$ cat config.mk
export PLATFORM = sky130hd
export DESIGN_NAME = adc_acq_scheduler
export DESIGN_NICKNAME = d
export VERILOG_FILES = /design/src/rtl/adc_pkg.sv /design/src/rtl/adc_tick_gen.sv /design/src/rtl/adc_acq_scheduler.sv
export SDC_FILE = /design/constraint.sdc
export NUM_CORES = 1
export LEC_CHECK = 0
export BUFFER_PORTS_ARGS = -buffer_cell sky130_fd_sc_hd__buf_2
export CAP_MARGIN = 20
export CORE_UTILIZATION = 50
export DETAILED_ROUTE_END_ITERATION = 7
export GPL_TIMING_DRIVEN = 1
export PLACE_DENSITY = 0.69
export SLEW_MARGIN = 40
export SYNTH_ARGS = -nofsm -noshare
export SYNTH_HDL_FRONTEND = slang
export SYNTH_SLANG_ARGS = --single-unit
$ cat constraint.sdc
create_clock -name aclk -period 4.2 [get_ports aclk]
set_input_delay 0.63 -clock aclk [delete_from_list [all_inputs] [get_ports aclk]]
set_output_delay 0.63 -clock aclk [all_outputs]
set_load 0.005 [all_outputs]
$ cat src/rtl/adc_pkg.sv
// ============================================================================
// Module  : adc_pkg
// Brief   : Shared status-word layout, device modes and scheduler states.
// Revision: 1.0
// ============================================================================
`default_nettype none

package adc_pkg;

  localparam int STATUS_ACTIVE    = 0;
  localparam int STATUS_REG_AVAIL = 1;
  localparam int STATUS_MODE_LSB  = 2;

  localparam logic [1:0] MODE_CONVERSION = 2'b00;
  localparam logic [1:0] MODE_REG_ONCE   = 2'b01;
  localparam logic [1:0] MODE_REG        = 2'b11;

  typedef enum logic [1:0] {
    ST_IDLE  = 2'd0,
    ST_RUN   = 2'd1,
    ST_DRAIN = 2'd2
  } sched_state_t;

  // Manager may accept a trigger only when idle, not mid register access,
  // and in conversion mode.
  function automatic logic adc_ready(input logic [31:0] status);
    return !status[STATUS_ACTIVE] && !status[STATUS_REG_AVAIL] &&
           (status[STATUS_MODE_LSB +: 2] == MODE_CONVERSION);
  endfunction

endpackage

`default_nettype wire

$ cat src/rtl/adc_tick_gen.sv
// ============================================================================
// Module  : adc_tick_gen
// Brief   : Free-running period counter; flags a tick whenever the count is 0.
// Revision: 1.0
// ============================================================================
`default_nettype none

module adc_tick_gen #(
  parameter int CNT_WIDTH = 32
) (
  input  logic                 aclk,
  input  logic                 areset,
  input  logic                 clear,
  input  logic                 enable,
  input  logic [CNT_WIDTH-1:0] period,
  output logic                 tick
);

  localparam logic [CNT_WIDTH-1:0] c_one = {{(CNT_WIDTH-1){1'b0}}, 1'b1};

  logic [CNT_WIDTH-1:0] r_count;
  logic [CNT_WIDTH-1:0] w_last;

  assign w_last = period - c_one;

  always_ff @(posedge aclk) begin
    if (areset || clear) begin
      r_count <= '0;
    end else if (enable) begin
      r_count <= (r_count == w_last) ? '0 : r_count + c_one;
    end
  end

  assign tick = enable && (r_count == '0);

endmodule

`default_nettype wire

$ cat src/rtl/adc_acq_scheduler.sv
// ============================================================================
// Module  : adc_acq_scheduler
// Brief   : Issues periodic conversion triggers to the ADC SPI manager and
//           tracks issued, received and skipped samples per acquisition.
// Revision: 1.0
// ============================================================================
`default_nettype none

module adc_acq_scheduler
  import adc_pkg::*;
#(
  parameter int CNT_WIDTH  = 32,
  parameter int MIN_PERIOD = 16,
  parameter int SKIP_WIDTH = 16
) (
  input  logic                  aclk,
  input  logic                  areset,
  input  logic [CNT_WIDTH-1:0]  cfg_period,
  input  logic [CNT_WIDTH-1:0]  cfg_count,
  input  logic                  cfg_start,
  input  logic                  cfg_stop,
  input  logic [31:0]           adc_status,
  input  logic                  sample_tvalid,
  input  logic                  sample_tready,
  output logic                  trigger,
  output logic                  busy,
  output logic                  done,
  output logic                  cfg_error,
  output logic                  overrun,
  output logic [CNT_WIDTH-1:0]  issued_count,
  output logic [CNT_WIDTH-1:0]  received_count,
  output logic [SKIP_WIDTH-1:0] skipped_count
);

  localparam logic [CNT_WIDTH-1:0]  c_min_period = CNT_WIDTH'(MIN_PERIOD);
  localparam logic [CNT_WIDTH-1:0]  c_cnt_one    = {{(CNT_WIDTH-1){1'b0}}, 1'b1};
  localparam logic [SKIP_WIDTH-1:0] c_skip_one   = {{(SKIP_WIDTH-1){1'b0}}, 1'b1};

  sched_state_t r_state, w_next_state;

  logic [CNT_WIDTH-1:0]  r_period;
  logic [CNT_WIDTH-1:0]  r_count;
  logic [CNT_WIDTH-1:0]  r_issued;
  logic [CNT_WIDTH-1:0]  r_received;
  logic [SKIP_WIDTH-1:0] r_skipped;
  logic                  r_trigger;
  logic                  r_busy;
  logic                  r_done;
  logic                  r_cfg_error;
  logic                  r_overrun;

  logic                 w_tick;
  logic                 w_ready;
  logic                 w_hs;
  logic                 w_start_ok;
  logic                 w_start_err;
  logic                 w_fire;
  logic                 w_skip;
  logic                 w_done;
  logic [CNT_WIDTH-1:0] w_issued_inc;
  logic                 w_unused_status;

  assign w_unused_status = ^adc_status[31:4];
  assign w_ready         = adc_ready(adc_status);
  assign w_hs            = sample_tvalid && sample_tready;
  assign w_issued_inc    = r_issued + c_cnt_one;

  adc_tick_gen #(
    .CNT_WIDTH (CNT_WIDTH)
  ) u_tick_gen (
    .aclk   (aclk),
    .areset (areset),
    .clear  (w_start_ok),
    .enable (r_state == ST_RUN),
    .period (r_period),
    .tick   (w_tick)
  );

  always_comb begin
    w_next_state = r_state;
    w_start_ok   = 1'b0;
    w_start_err  = 1'b0;
    w_fire       = 1'b0;
    w_skip       = 1'b0;
    w_done       = 1'b0;
    case (r_state)
      ST_IDLE: begin
        if (cfg_start && !cfg_stop) begin
          if (cfg_period >= c_min_period) begin
            w_start_ok   = 1'b1;
            w_next_state = ST_RUN;
          end else begin
            w_start_err  = 1'b1;
          end
        end
      end
      ST_RUN: begin
        // A stop landing on a tick suppresses that tick entirely.
        if (cfg_stop) begin
          w_next_state = ST_DRAIN;
        end else if (w_tick) begin
          if (w_ready) begin
            w_fire = 1'b1;
            if ((r_count != '0) && (w_issued_inc == r_count)) begin
              w_next_state = ST_DRAIN;
            end
          end else begin
            w_skip = 1'b1;
          end
        end
      end
      ST_DRAIN: begin
        if (r_received == r_issued) begin
          w_done       = 1'b1;
          w_next_state = ST_IDLE;
        end
      end
      default: begin
        w_next_state = ST_IDLE;
      end
    endcase
  end

  always_ff @(posedge aclk) begin
    if (areset) begin
      r_state     <= ST_IDLE;
      r_period    <= '0;
      r_count     <= '0;
      r_issued    <= '0;
      r_received  <= '0;
      r_skipped   <= '0;
      r_trigger   <= 1'b0;
      r_busy      <= 1'b0;
      r_done      <= 1'b0;
      r_cfg_error <= 1'b0;
      r_overrun   <= 1'b0;
    end else begin
      r_state     <= w_next_state;
      r_trigger   <= w_fire;
      r_busy      <= (w_next_state != ST_IDLE);
      r_done      <= w_done;
      r_cfg_error <= w_start_err;
      if (w_start_ok) begin
        r_period   <= cfg_period;
        r_count    <= cfg_count;
        r_issued   <= '0;
        r_received <= '0;
        r_skipped  <= '0;
        r_overrun  <= 1'b0;
      end else begin
        if (w_fire) begin
          r_issued <= w_issued_inc;
        end
        if (w_skip) begin
          r_overrun <= 1'b1;
          if (r_skipped != {SKIP_WIDTH{1'b1}}) begin
            r_skipped <= r_skipped + c_skip_one;
          end
        end
        if ((r_state != ST_IDLE) && w_hs) begin
          r_received <= r_received + c_cnt_one;
        end
      end
    end
  end

  assign trigger        = r_trigger;
  assign busy           = r_busy;
  assign done           = r_done;
  assign cfg_error      = r_cfg_error;
  assign overrun        = r_overrun;
  assign issued_count   = r_issued;
  assign received_count = r_received;
  assign skipped_count  = r_skipped;

endmodule

`default_nettype wire

==> flow_metrics.env <==
export IMPL_postSynthAreaPerCell_um2=7.76
export IMPL_synthFlopType="dfxtp_1"
export IMPL_cts_tree="built"
export IMPL_crit_required_ns=4.49
export IMPL_ys_seq_elements=183
export IMPL_antenna_cells=0
export IMPL_hold_slack_ns=0.432
export IMPL_cp_start_kind="flip-flop"
export IMPL_synth_top_area_share_pct=36.1
export IMPL_hold_path_class="in2reg"
export IMPL_cts_resized=0
export IMPL_p_leak_nw=4.34
export IMPL_synth_edff_count=0
export IMPL_rrSetupSlack_ns=0.35
export IMPL_grt_pass1_wl_mm=43.7
export IMPL_period_share_pct=91.8
export IMPL_hpwl_mm=20.5
export IMPL_gp_congestion=0.904
export IMPL_grt_pass1_vias=8566
export IMPL_clock_root_buffer="clkbuf_16"
export IMPL_cp_startpoint="r_period[8]"
export IMPL_die_width_um=144
export IMPL_vias=9485
export IMPL_rsz0062_at_grt="false"
export IMPL_antenna_found_initial=0
export IMPL_drt_wl_total_mm=27.8
export IMPL_start_util_pct=51.6
export IMPL_routed_via_density=5.63
export IMPL_drc=0
export IMPL_critPathMaxFanout=30
export IMPL_yosysWarningCount=0
export IMPL_cap_violations=0
export IMPL_cts_made_buffers=17
export IMPL_fin_area_um2=11600
export IMPL_path_buf_inv=1
export IMPL_areaGrowthSynthToFinish_pct=14.1
export IMPL_rr_startpoint="r_period[8]"
export IMPL_fp_coreArea_um2=19700
export IMPL_crit_cells=9
export IMPL_total_power_mw=3.72
export IMPL_final_core_util_pct=58.8
export IMPL_synth_async_sr_flop_share_pct=0
export IMPL_status="completed"
export IMPL_slew_headroom_pct=51.5
export IMPL_hp_start="cfg_count[18]"
export IMPL_synth_cell_types=61
export IMPL_clock_latency_ns=0.43
export IMPL_nNetsFinal=1517
export IMPL_synthMostInstantiatedCell="nand2_1"
export IMPL_gr_usage_all_layers_pct=27.2
export IMPL_postCtsSetupBuffers=0
export IMPL_htree_levels=4
export IMPL_crit_arrival_ns=4.14
export IMPL_grt_max_degree=66
export IMPL_row_count=51
export IMPL_ys_seq_area_share_pct=36.1
export IMPL_overflow=0
export IMPL_setup_tns_ns=0
export IMPL_dpl_cell_area_um2=11000
export IMPL_cp_slowest_cell="or4_1"
export IMPL_drt_iter0_drc=555
export IMPL_hold_viol=0
export IMPL_synthTopCellsByCount="nand2_1 (197), dfxtp_1 (183), xnor2_1 (133), nor2_1 (122), a21oi_1 (93)"
export IMPL_path_clk_slew_ns=0.07
export IMPL_crit_type="reg2reg"
export IMPL_worst_r2r_endpoint="u_tick_gen.r_count[3]"
export IMPL_ant_nets=0
export IMPL_setup_viol_count_final=0
export IMPL_io_pins=187
export IMPL_crit_family="simple AND/OR/NAND/NOR gates"
export IMPL_finalClockSkew_ns=0.00933
export IMPL_drtPass1Iterations=7
export IMPL_fmax_ghz=0.259
export IMPL_ir_drop_v=0.000238
export IMPL_die_h_um=144
export IMPL_port_buffers=158
export IMPL_ctsHoldBuffers=0
export IMPL_cp_end_kind="flip-flop"
export IMPL_cts_buffer_depth=2
export IMPL_postSynthCellCount=1307
export IMPL_clock_sinks=183
export IMPL_r2r_cells=9
export IMPL_drv_slew=0
export IMPL_drive_gt1_share_pct=15.4
export IMPL_synth_largest_area_cell="dfxtp_1"
export IMPL_syn_area_um2=10100
export IMPL_max_stage_delay_ns=0.65
export IMPL_synthTopCellsByArea="dfxtp_1 (36%), xnor2_1 (11%), nand2_1 (7.3%)"
export IMPL_power_density_nw_per_um2=321
export IMPL_fin_crit_ns=3.85
export IMPL_crit_end="u_tick_gen.r_count[3]"
export IMPL_worst_pin_slew_ns=0.721
export IMPL_die_area_um2=20800
export IMPL_avgRoutedWirePerCell_um=16.5
export IMPL_syn_nets=1415
export IMPL_cp_cell_sequence="or4_1, or4_4, or3_1, or4b_1, a31oi_1, o22ai_1, nor4_4, buf_4, nor4_1"
==> where the power goes <==
part	internal [mW]	total (mW)	switching, mW
clock network	0.820	1.49	0.666
logic	0.175	0.414	0.239
registers	1.77	1.82	0.0465
==> metal layers <==
metal | vias up | part of all wire [%] | global-route usage (%)
met1 | 4449 | 44 | 32.9
met5 | - | 0 | 0
met4 | 0 | 2.6 | 10.4
li1 | 4739 | - | -
met3 | 51 | 4.7 | 5.36
met2 | 246 | 49 | 47.2
==> worst min-delay path by stage <==
| stage | end | slack, ns | cells past startpoint |
|---|---|---|---|
| 3_3_place_gp | overrun | 0.45 | 2 |
| 2_1_floorplan | r_period[31] | 0.45 | 2 |
| 3_5_place_dp | overrun | 0.45 | 2 |
| 4_1_cts | r_count[17] | 0.42 | 3 |
| 5_1_grt | r_count[24] | 0.43 | 3 |
| 6_report | r_count[18] | 0.43 | 3 |
==> flip-flops by register name, summed over array words and instances, names as in the netlist, 2 cells and up <==
name                flops
r_state                 2
issued_count           32
skipped_count          16
u_tick_gen.r_count     32
r_period               32
r_count                32
received_count         32
==> stage by stage <==
stage | setup WS [ns] | std cells
2_1_floorplan | 0.671 | 1307
3_3_place_gp | 0.407 | 1655
3_5_place_dp | 0.371 | 1655
4_1_cts | 0.347 | 1685
5_1_grt | 0.167 | 1685
6_report | 0.346 | 1685
==> worst min-delay path, delay by kind of cell <==
kind                   cells  cell delay (ns)
AOI/OAI and AO/OA          1             0.05
and+or+nand+nor            1             0.04
buffers and inverters      1             0.09
==> placed cells by master (no fill, tap or decap), types with 22 or more instances in the layout <==
master,synthesis,final
dfxtp_1,183,183
xnor2_1,133,133
or3_1,29,29
nand3_1,40,40
xor2_1,74,74
nor2_1,122,121
inv_1,22,22
a21oi_1,93,93
o21ai_0,24,24
buf_2,1,158
nand2_1,197,197
nand4_1,51,51
nor3_1,58,57
nor4_1,50,50
==> cell type report <==
class                   count  area [um2]
well taps                 265         332
clock buffers              21         450
multi-input cells        1011        6040
fillers                  1886        8090
repair buffers            174         911
flip-flops and latches    183        3660
clock inverters             9        80.1
inverters                  22        82.6
==> logic make-up after synthesis <==
logic type / count (synthesis) / share of synthesized area (%)
mux: 5 / 0.494
xor+xnor: 207 / 17.9
simple gates: 628 / 30.8
buf+inv: 113 / 4.43
compound gates: 164 / 9.44
flops: 183 / 36.1
fa+ha+maj: 7 / 0.839
Power figures use the tool's default switching activity.
